--- config.mk ---
export PLATFORM = sky130hd
export DESIGN_NAME = div_unit
export DESIGN_NICKNAME = d
export VERILOG_FILES = /design/src/rtl/div_unit.sv
export SDC_FILE = /design/constraint.sdc
export NUM_CORES = 1
export LEC_CHECK = 0
export CORE_ASPECT_RATIO = 0.8
export CORE_MARGIN = 3
export CORE_UTILIZATION = 40
export DETAILED_ROUTE_END_ITERATION = 10
export HOLD_SLACK_MARGIN = 0.12
export RECOVER_POWER = 50
export REMOVE_ABC_BUFFERS = 1
export SETUP_SLACK_MARGIN = 0.2
export SLEW_MARGIN = 20
export SYNTH_ARGS = -nofsm -noshare
export SYNTH_HDL_FRONTEND = slang
export SYNTH_SLANG_ARGS = --single-unit
--- constraint.sdc ---
create_clock -name clk -period 7.48 [get_ports clk]
set_input_delay 1.496 -clock clk [delete_from_list [all_inputs] [get_ports clk]]
set_output_delay 1.496 -clock clk [all_outputs]
set_load 0.02 [all_outputs]
--- src/rtl/div_unit.sv ---
// Iterative integer divider for RV32M-style DIV/DIVU/REM/REMU.
// Restoring radix-2 algorithm, one quotient bit per cycle, with a
// one-cycle shortcut for divide-by-zero and signed overflow.
module div_unit #(
    parameter int unsigned D_WIDTH = 32
) (
    input  logic               clk,
    input  logic               rst,
    input  logic               Start,
    input  logic [1:0]         Op,
    input  logic [D_WIDTH-1:0] SrcA,
    input  logic [D_WIDTH-1:0] SrcB,
    output logic               Busy,
    output logic               Done,
    output logic [D_WIDTH-1:0] Result
);

    localparam int unsigned XW = D_WIDTH + 1;
    localparam int unsigned CW = (D_WIDTH > 1) ? $clog2(D_WIDTH) : 1;

    typedef enum logic [1:0] {
        S_IDLE = 2'd0,
        S_RUN  = 2'd1,
        S_FIX  = 2'd2,
        S_DONE = 2'd3
    } state_e;

    state_e             state_q, state_d;
    logic               busy_q, busy_d;
    logic               done_q, done_d;
    logic [D_WIDTH-1:0] result_q, result_d;

    logic [1:0]         op_q, op_d;
    logic [D_WIDTH-1:0] quo_q, quo_d;
    logic [D_WIDTH-1:0] rem_q, rem_d;
    logic [D_WIDTH-1:0] dvs_q, dvs_d;
    logic [CW-1:0]      cnt_q, cnt_d;
    logic               sign_a_q, sign_a_d;
    logic               sign_b_q, sign_b_d;
    logic               special_q, special_d;
    logic [D_WIDTH-1:0] spec_res_q, spec_res_d;

    logic               accept_c;
    logic               special_c;
    logic               in_signed_c;
    logic               in_sign_a_c;
    logic               in_sign_b_c;
    logic               div_zero_c;
    logic               ovf_c;
    logic [D_WIDTH-1:0] a_mag_c;
    logic [D_WIDTH-1:0] b_mag_c;
    logic [XW-1:0]      shifted_c;
    logic               ge_c;
    logic [D_WIDTH-1:0] q_fix_c;
    logic [D_WIDTH-1:0] r_fix_c;

    localparam logic [D_WIDTH-1:0] MOST_NEG = {1'b1, {(D_WIDTH-1){1'b0}}};

    // Decode of incoming request: acceptance, sign handling and special cases
    always_comb begin
        accept_c    = Start && ((state_q == S_IDLE) || (state_q == S_DONE));
        in_signed_c = ~Op[0];
        in_sign_a_c = in_signed_c & SrcA[D_WIDTH-1];
        in_sign_b_c = in_signed_c & SrcB[D_WIDTH-1];
        div_zero_c  = (SrcB == '0);
        ovf_c       = in_signed_c && (SrcA == MOST_NEG) && (SrcB == '1);
        special_c   = div_zero_c || ovf_c;
        // Magnitudes are formed at D_WIDTH+1 bits; the most-negative value wraps onto itself
        a_mag_c = in_sign_a_c ? D_WIDTH'(XW'(0) - {1'b0, SrcA}) : SrcA;
        b_mag_c = in_sign_b_c ? D_WIDTH'(XW'(0) - {1'b0, SrcB}) : SrcB;
    end

    // One restoring step: shift in next dividend bit, subtract divisor if it fits
    always_comb begin
        shifted_c = {rem_q, quo_q[D_WIDTH-1]};
        ge_c      = (shifted_c >= {1'b0, dvs_q});
    end

    // Sign correction of the raw unsigned quotient and remainder
    always_comb begin
        q_fix_c = quo_q;
        r_fix_c = rem_q;
        if (~op_q[0] && (sign_a_q ^ sign_b_q)) begin
            q_fix_c = D_WIDTH'(XW'(0) - {1'b0, quo_q});
        end
        if (~op_q[0] && sign_a_q) begin
            r_fix_c = D_WIDTH'(XW'(0) - {1'b0, rem_q});
        end
    end

    // State register and registered status outputs
    always_ff @(posedge clk) begin
        if (rst) begin
            state_q <= S_IDLE;
            busy_q  <= 1'b0;
            done_q  <= 1'b0;
        end else begin
            state_q <= state_d;
            busy_q  <= busy_d;
            done_q  <= done_d;
        end
    end

    // Next-state logic
    always_comb begin
        state_d = state_q;
        unique case (state_q)
            S_IDLE: if (accept_c) state_d = special_c ? S_FIX : S_RUN;
            S_RUN:  if (cnt_q == '0) state_d = S_FIX;
            S_FIX:  state_d = S_DONE;
            S_DONE: begin
                if (accept_c) state_d = special_c ? S_FIX : S_RUN;
                else          state_d = S_IDLE;
            end
            default: state_d = S_IDLE;
        endcase
    end

    // Status outputs follow the state being entered so they are registered with it
    always_comb begin
        busy_d = (state_d == S_RUN) || (state_d == S_FIX);
        done_d = (state_d == S_DONE);
    end

    // Datapath next-state: operand latch, iteration, result load
    always_comb begin
        op_d       = op_q;
        quo_d      = quo_q;
        rem_d      = rem_q;
        dvs_d      = dvs_q;
        cnt_d      = cnt_q;
        sign_a_d   = sign_a_q;
        sign_b_d   = sign_b_q;
        special_d  = special_q;
        spec_res_d = spec_res_q;
        result_d   = result_q;

        if (accept_c) begin
            op_d      = Op;
            quo_d     = a_mag_c;
            rem_d     = '0;
            dvs_d     = b_mag_c;
            cnt_d     = CW'(D_WIDTH - 1);
            sign_a_d  = in_sign_a_c;
            sign_b_d  = in_sign_b_c;
            special_d = special_c;
            if (div_zero_c) spec_res_d = Op[1] ? SrcA : '1;
            else            spec_res_d = Op[1] ? '0 : MOST_NEG;
        end else if (state_q == S_RUN) begin
            rem_d = ge_c ? D_WIDTH'(shifted_c - {1'b0, dvs_q}) : D_WIDTH'(shifted_c);
            quo_d = D_WIDTH'({quo_q, ge_c});
            cnt_d = cnt_q - CW'(1);
        end else if (state_q == S_FIX) begin
            if (special_q)    result_d = spec_res_q;
            else if (op_q[1]) result_d = r_fix_c;
            else              result_d = q_fix_c;
        end
    end

    // Datapath registers
    always_ff @(posedge clk) begin
        if (rst) begin
            op_q       <= '0;
            quo_q      <= '0;
            rem_q      <= '0;
            dvs_q      <= '0;
            cnt_q      <= '0;
            sign_a_q   <= 1'b0;
            sign_b_q   <= 1'b0;
            special_q  <= 1'b0;
            spec_res_q <= '0;
            result_q   <= '0;
        end else begin
            op_q       <= op_d;
            quo_q      <= quo_d;
            rem_q      <= rem_d;
            dvs_q      <= dvs_d;
            cnt_q      <= cnt_d;
            sign_a_q   <= sign_a_d;
            sign_b_q   <= sign_b_d;
            special_q  <= special_d;
            spec_res_q <= spec_res_d;
            result_q   <= result_d;
        end
    end

    assign Busy   = busy_q;
    assign Done   = done_q;
    assign Result = result_q;

endmodule
# Word-level counts from Yosys, hierarchy flattened
# Cells that the tools add are included.
# word_totals
register_bits,174
word_cells,68
# op_classes
reduce_logical,14
n_bitwise,7
n_lt_le_gt_ge,1
muxes,19
n_eq_ne,8
add_sub_neg,6
# op_table
cell,n
32-bit 2-to-1 mux,12
"1-bit by 32-bit subtractor with 32-bit output, first input constant",4
"32-bit equality test, second input constant",2
33-bit by 32-bit greater-or-equal comparator with 1-bit output,1
32-bit logical NOT,1
32-bit subtractor,1
5-bit 2-to-1 mux,2
"2-bit equality test, second input constant",4
2-bit 2-to-1 mux,4
2-bit case mux with 4 select lines,1
1-bit logical AND,5
5-bit logical NOT,1
"5-bit by 1-bit subtractor with 5-bit output, second input constant",1
"2-bit by 1-bit equality test with 1-bit output, second input constant",2
1-bit NOT,4
1-bit logical OR,3
3-bit AND reduction,1
1-bit bitwise AND,2
2-bit logical NOT,1
2-bit nonzero test,1
2-bit OR reduction,1
1-bit XOR,1

# Depth between registers and ports, before layout
# Gate-level depths: netlist (run 1).
# logic_depth
ltp_word,9
mapped_depth,14
depth_no_buf,11

# Least setup slack after synthesis (run 1)
# OpenSTA, ideal clock, no wires.
# synth_path
kind,input to register
start,input SrcB[0]
end,"register busy_q, in the netlist Busy"
arrival_time_ps,3670
t_required_ps,7392
n_path_buf,0
setup_slack_ps,3722
path_stages,10
path_cell_list,inv_1 ha_1 or4b_4 or4b_4 nand4bb_4 o32ai_2 nor2_2 o41ai_2 nor2_2 nor4_2
# synth_via
elab_chain_len,8
elab_cells_between_ends,11
classes_between,eq/ne (3); mux (4); reduce/logical (4)
# synth_rtl
element,line_no,rtl
start: declaration,12,"input logic [D_WIDTH-1:0] SrcB,"
32-bit equality test,66,ovf_c = in_signed_c && (SrcA == MOST_NEG) && (SrcB == '1);
1-bit logical AND,66,
1-bit logical OR (*),67,special_c = div_zero_c || ovf_c;
2-bit 2-to-1 mux (*),"108, 112",
"2-bit 2-to-1 mux, on equally long branches","112, 108",
2-bit case mux with 4 select lines (*),107,unique case (state_q)
2-bit by 1-bit equality test with 1-bit output or 2-bit equality test (tied branches),121,busy_d = (state_d == S_RUN) || (state_d == S_FIX);
1-bit logical OR (*),121,
end signal: assignment,99,busy_q <= busy_d;
end: declaration,29,"logic busy_q, busy_d;"
# Mark *: on every way between the ends. The rest lies on a longest branch, timed or not.
# A chain may end at the register's enable or synchronous reset.

# Worst setup path after layout (run 1)
# layout_path
start,input rst
end,register rem_q[22]
# layout_via
elab_chain_len,1
# layout_rtl
element,line_no,rtl
start: declaration,8,"input logic rst,"
2-bit OR reduction (no line),n/a,
end signal: assignment,176,rem_q <= rem_d;
end: declaration,35,"logic [D_WIDTH-1:0] rem_q, rem_d;"
# Every way passes these cells.

==> results of run 1 <==
-- cell families (layout without fill, tap and decap cells) --
kind of cell	Yosys count	after routing	synth area share (%)
buffers and inverters	183	216	5.99
AO/OA/AOI/OAI	493	493	25.9
adder cells (fa/ha/maj)	43	43	4.44
XOR/XNOR	137	137	9.77
AND/OR/NAND/NOR	497	497	20.5
multiplexers	62	62	5.10
flip-flops	174	174	28.4
-- state kept, by name, summed over array words and instances, names as in the netlist --
register,count
quo_q,32
spec_res_q,32
Busy,1
Done,1
rem_q,32
special_q,1
dvs_q,32
op_q,2
state_q,2
cnt_q,5
sign_b_q,1
sign_a_q,1
Result,32
-- per-layer routing --
metal  track usage, %  up-vias  routed length (um)  part of all wire [%]
met5                0        -                   0                     0
met4             6.09        0                 765                   2.1
met3             3.68       41                1950                   5.4
met2             32.8      281               15500                    43
met1             31.6     5507               17600                    49
li1                 -     5804                   -                     -
-- worst max-delay path, delay by kind of cell --
family / cells / cell delay, ps
AO/OA/AOI/OAI: 2 / 640
buffers and inverters: 2 / 2750
AND/OR/NAND/NOR: 1 / 360
-- metrics by stage --
| stage | hold slack [ps] | cell area [um^2] | setup slack (ps) | utilization (%) | std cells |
|---|---|---|---|---|---|
| detailed placement | 442 | 13500 | 2310 | 45.3 | 1996 |
| floorplan | 425 | 11800 | 1320 | - | 1472 |
| global route | 470 | 14100 | 2150 | 47.2 | 2028 |
| finish | 453 | 14100 | 2540 | 47.2 | 2028 |
| global placement | 433 | 13500 | 2480 | 45.3 | 1996 |
| CTS | 457 | 14100 | 2770 | 47.3 | 2028 |
-- area by class of cell --
| type | instances | area [um^2] |
|---|---|---|
| Clock inverter | 12 | 138 |
| Multi-Input combinational cell | 1232 | 8090 |
| Clock buffer | 20 | 457 |
| Inverter | 66 | 248 |
| Timing Repair Buffer | 118 | 1130 |
| Tap cell | 406 | 508 |
| Fill cell | 3047 | 15700 |
| Sequential cell | 174 | 3490 |
-- how the worst max path moves through the flow --
stage / from / end / slack [ps] / cells past startpoint
2_1_floorplan: Start / rem_q[21]$_SDFFE_PP0P_ / 1320 / 4
3_3_place_gp: SrcB[0] / spec_res_q[9]$_SDFFE_PP0P_ / 2480 / 10
3_5_place_dp: SrcB[0] / spec_res_q[1]$_SDFFE_PP0P_ / 2310 / 10
4_1_cts: SrcB[0] / spec_res_q[0]$_SDFFE_PP0P_ / 2770 / 10
5_1_grt: rst / rem_q[22]$_SDFFE_PP0P_ / 2150 / 5
6_report: rst / rem_q[22]$_SDFFE_PP0P_ / 2540 / 5
-- cells in the final DEF, fill, tap and decap left out, drive strengths merged, types with 11 or more instances in the layout --
cell / Yosys / final
a211oi: 97 / 97
a21o: 21 / 21
a21oi: 124 / 124
a31oi: 34 / 34
buf: 20 / 16
clkbuf: 96 / 22
clkdlybuf4s50: 0 / 65
dfxtp: 174 / 174
dlygate4sd3: 0 / 35
ha: 42 / 42
inv: 66 / 67
mux2i: 57 / 57
nand2: 110 / 110
nand2b: 12 / 12
nand3: 21 / 21
nand4: 16 / 16
nor2: 176 / 176
nor2b: 41 / 41
nor3: 29 / 29
nor4: 18 / 18
o21a: 14 / 14
o21ai: 106 / 106
o31ai: 22 / 22
o41ai: 11 / 11
or3: 16 / 16
or4: 19 / 19
xnor2: 66 / 66
xor2: 71 / 71
-- power groups by stage --
stage / sequential, mW / combinational (mW) / clock [mW]
5_1_grt: 1.51 / 4.08 / 0.967
6_report: 1.47 / 3.67 / 0.916
3_5_place_dp: 1.49 / 3.66 / 0
2_1_floorplan: 1.51 / 2.63 / 0
4_1_cts: 1.47 / 3.68 / 0.932
3_3_place_gp: 1.48 / 3.63 / 0
==> flow_summary_export.csv, run 1 <==
group,metric,value,unit
setup_path,r2r_slack,3360,ps
global_routing,overflow,0,
synth,synthDistinctLibCells,78,
power,leakage,5.33,nW
power,internal-power,3.18,mW
cts,clock_latency,440,ps
floorplan,ioPinCount,103,
setup_path,cp-start-kind,"primary input",
setup_path,slowest_stage,"clkbuf_1",
cts,cts-resized-gates,0,
cts,cts_tree,"done",
synth,synth_edf_count,0,
timing,period_share,66.0,%
layout,finalNetCount,1721,
setup_path,timing.rr.end,"rem_q[22]$_SDFFE_PP0P_",
routing,drt-wirelength-per-cell,17.7,um
floorplan,die-area,32900,um^2
layout,synthToLayoutAreaGrowth,14.4,%
setup_path,path_cells,"clkbuf_1 -> nor2_4 -> clkbuf_1 -> o21ai_0 -> a21oi_1",
setup_path,cp_data_required_time,7830,ps
timing,finalMaxSlewViolations,103,
floorplan,die_w,202,um
global_routing,grt_start_max_net_pins,89,
routing,drt_pass1_iterations,5,
setup_path,critical_path_peak_fanout,58,
setup_path,critical_path_class,"primary input to flop",
worst_hold_path,holdPathStages,2,
setup_path,endpoint_kind,"flop",
placement,gp_congestion,0.909,
floorplan,core,29800,um^2
cts,cts_sinks,174,
timing,worstMarginPinSlew,2650,ps
setup_path,reg2reg_from,"state_q[0]$_SDFF_PP0_",
power,clkPwrFrac,15.1,%
cts,cts_hold_buf,0,
setup_path,cp.arrival,5290,ps
setup_path,reg2reg_depth,8,
worst_hold_path,hold_start,"spec_res_q[23]$_SDFFE_PP0P_",
worst_hold_path,holdPathEnd,"spec_res_q[23]$_SDFFE_PP0P_",
timing,setup_viol,0,
power,power_density,431,nW/um^2
layout,diodes,0,
cts,cts_buffer_depth,2,
timing,relSlewSlack,-76.8,%
cts,cts_buffers,17,
synth,async_flop_share,0,%
run_status,violations,"max-capacitance violations, max-slew violations",
cts,path_clk_slew,70,ps
synth,synth.top_cell.area_share,28.4,%
timing,hold_viol,0,
synth,ys_ff_latch,174,
global_routing,grt_use_total,21.6,%
synth,synthCells,1589,
power,combPwrFrac,60.6,%
routing,ant_nets,0,
synth,synth_area_leaders,"dfxtp_1 28%, a211oi_1 5.9%, nor2_1 5.3%",
run_status,outcome,"complete, but fails checks",
synth,synthTopCellsByCount,"174 x dfxtp_1, 174 x nor2_1, 124 x a21oi_1, 110 x nand2_1, 105 x o21ai_0",
setup_path,slowest_delay,1910,ps
timing,rsz0062_at_grt,"no",
timing,tns,0,ps
global_routing,antenna_found_initial,0,
synth,yosysWarningCount,0,
routing,vias_per_cell,5.74,
layout,drive_above_1_share,5.36,%
cts,cts_setup_buffers,0,
placement,dp_hpwl,26100,um
placement,numPortBuffers,102,
cts,clockRootBuffer,"clkbuf_16",
global_routing,grt_pass1_vias,10571,
run,drv_cap,2,
synth,synth_top_cell_by_area,"dfxtp_1",
timing,max_freq,203,MHz
global_routing,grt_pass1_wl,57600,um
routing,vias,11633,
floorplan,rows,56,
synth,synth.avg_cell_area,7.73,um^2
floorplan,start_util,41.3,%
power,ir_drop,0.000577,V
power,switching_share,47.5,%
synth,syn-cell-area,12300,um^2
synth,ys.flop_type,"dfxtp_1",
worst_hold_path,worstHoldPathType,"flop to flop",
cts,htreeDepth,4,
power,switching_power,2.88,mW
timing,fin_crit,4940,ps
synth,yosysSeqAreaShare,28.4,%
power,seq_power_share,24.3,%
power,fin_total_pwr,6.05,mW
routing,drt_iter0_markers,822,
routing,wl,35800,um
timing,fin_skew,9.69,ps
floorplan,die_height,163,um
routing,remaining_drc_errors,0,
setup_path,cp_common_cell,"clkbuf_1",
Note: power is estimated with default switching activity, not from simulation.
==> inputs of run 2 (changes only) <==
==> constraint.sdc (replaced) <==
create_clock -name clk -period 4.2 [get_ports clk]
set_input_delay 0.84 -clock clk [delete_from_list [all_inputs] [get_ports clk]]
set_output_delay 0.84 -clock clk [all_outputs]
set_load 0.02 [all_outputs]
==> run 2 against run 1 <==
Net effect:
- the run still ends with max-capacitance violations, max-slew violations left
- largest power group unchanged
- combinational power is 81% higher
- largest cell class unchanged
- worst setup slack worse by 2000 ps
- utilization is 0.33 points higher
- die area stayed put
- wire length is 2.0% higher
- cell area is 0.70% higher
- critical path depth stayed put
- sequential cell count stayed put
- via count hardly changed
- sequential power is 80% higher
- cell count is 0.89% higher
==> flow_summary_export.csv, run 2 (synthesis gave the netlist of run 1 again) <==
group,metric,value,unit
run_status,outcome,"complete, but fails checks",
run_status,violations,"max-capacitance violations, max-slew violations",
layout,finish.instance_area,14100,um^2
setup_path,path_cells,"dlygate4sd3_1 -> or2b_2 -> clkbuf_1 -> o211a_1 -> a311oi_1",
timing,max_freq,271,MHz
floorplan,ioPinCount,103,
cts,cts_buffer_depth,2,
timing,setup_viol,0,
timing,fin_skew,8.20,ps
cts,cts_sinks,174,
cts,cts_hold_buf,0,
cts,cts_tree,"done",
run,drv_cap,2,
setup_path,endpoint_kind,"flop",
global_routing,grt_use_total,21.8,%
cts,clock_latency,440,ps
floorplan,die_height,163,um
floorplan,die_w,202,um
timing,holdWs,455,ps
global_routing,grt_pass1_vias,10535,
timing,rsz0062_at_grt,"no",
cts,cts_setup_buffers,0,
timing,period_share,87.7,%
floorplan,rows,56,
global_routing,grt_start_max_net_pins,62,
placement,placed_area,13600,um^2
placement,dp_slack,280,ps
routing,wl,36600,um
floorplan,core,29800,um^2
global_routing,top_usage_layer,"met1",
placement,dp_hpwl,27100,um
cts,clockRootBuffer,"clkbuf_16",
layout,synthToLayoutAreaGrowth,15.2,%
setup_path,timing.rr.end,"Result[29]$_SDFFE_PP0P_",
routing,drt_pass1_iterations,5,
layout,drive_above_1_share,5.85,%
layout,finalNetCount,1739,
power,power_density,771,nW/um^2
routing,vias_per_cell,5.69,
setup_path,critical_path_class,"primary input to flop",
cts,cts_buffers,17,
global_routing,use_met2,32.5,%
cts,htreeDepth,4,
cts,cts-resized-gates,0,
global_routing,grt_pass1_wl,58400,um
layout,diodes,0,
setup_path,slowest_delay,1670,ps
placement,numPortBuffers,102,
timing,finalMaxSlewViolations,72,
cts,path_clk_slew,60,ps
timing,finalWorstSetupSlack,516,ps
routing,ant_nets,0,
timing,relSlewSlack,-53.2,%
routing,remaining_drc_errors,0,
setup_path,cp_data_required_time,4440,ps
setup_path,critical_path_peak_fanout,51,
timing,worstMarginPinSlew,2300,ps
setup_path,reg2reg_depth,9,
global_routing,antenna_found_initial,0,
floorplan,start_util,41.3,%
setup_path,slowest_stage,"clkbuf_1",
timing,fin_crit,3680,ps
setup_path,setup.worst_path.end,"quo_q[1]$_SDFFE_PP0P_",
global_routing,overflow,0,
placement,gp_congestion,0.884,
global_routing,grtUsageMet1,33.6,%
power,leakage,5.41,nW
setup_path,cp.arrival,3930,ps
layout,layout_common_cells,"173 x dfxtp_1, 173 x nor2_1, 124 x a21oi_1",
setup_path,critPathLaunch,"Start",
routing,drt_iter0_markers,901,
floorplan,die-area,32900,um^2
power,ir_drop,0.000359,V
setup_path,reg2reg_from,"rem_q[4]$_SDFFE_PP0P_",
setup_path,r2r_slack,550,ps
global_routing,met3_usage,3.00,%
routing,drt-wirelength-per-cell,17.9,um
worst_hold_path,worstHoldPathType,"flop to flop",
setup_path,cp-start-kind,"primary input",
routing,vias,11634,
timing,hold_viol,0,
run 2: cell count changes in the layout (fill, tap and decap cells not counted), moves of 2 or more:
cell,change
nor4_1,+2
clkinv_4,-4
clkinvlp_4,+3
buf_4,+16
clkbuf_8,+3
clkbuf_1,+2
run 2: final cells by class:
cell class              instances  area (um^2)
inverters                      66          248
repair buffers                136         1260
multi-input cells            1232         8070
well taps                     406          508
clock buffers                  24          502
flip-flops and latches        174         3480
fillers                      3003        15600
clock inverters                 8         81.3
run 2: through the flow:
| step | cells | utilization (%) | power (mW) | setup TNS [ps] |
|---|---|---|---|---|
| CTS | 2046 | 47.7 | 11.0 | 0 |
| floorplan | 1472 | - | 7.38 | -67800 |
| global route | 2046 | 47.5 | 11.8 | 0 |
| detailed placement | 2014 | 45.7 | 9.35 | 0 |
| finish | 2046 | 47.5 | 10.9 | 0 |
| global placement | 2014 | 45.7 | 9.28 | 0 |
run 2: per-layer routing:
layer | wire length (um) | vias to the layer above | share of wire (%)
li1 | - | 5829 | -
met1 | 19100 | 5526 | 52
met2 | 15500 | 252 | 42
met3 | 1510 | 27 | 4.1
met4 | 389 | 0 | 1.1
met5 | 0 | - | 0
run 2: worst min path at each step:
stage                                      from                     endpoint  cells after the start
floorplan           spec_res_q[25]$_SDFFE_PP0P_  spec_res_q[25]$_SDFFE_PP0P_                      2
global placement     spec_res_q[6]$_SDFFE_PP0P_   spec_res_q[6]$_SDFFE_PP0P_                      1
detailed placement  spec_res_q[19]$_SDFFE_PP0P_  spec_res_q[19]$_SDFFE_PP0P_                      1
CTS                  spec_res_q[0]$_SDFFE_PP0P_   spec_res_q[0]$_SDFFE_PP0P_                      1
global route         spec_res_q[0]$_SDFFE_PP0P_   spec_res_q[0]$_SDFFE_PP0P_                      1
finish              spec_res_q[23]$_SDFFE_PP0P_  spec_res_q[23]$_SDFFE_PP0P_                      2
run 2: critical path: cells and delay by family:
kind / cells / cell delay (ps)
AO/OA/AOI/OAI: 2 / 420
buffers and inverters: 2 / 2270
AND/OR/NAND/NOR: 1 / 370
run 2: power by group:
part | internal (mW) | switching, mW
clock network | 0.896 | 0.706
logic | 2.72 | 3.95
registers | 2.11 | 0.538
total | 5.72 | 5.19
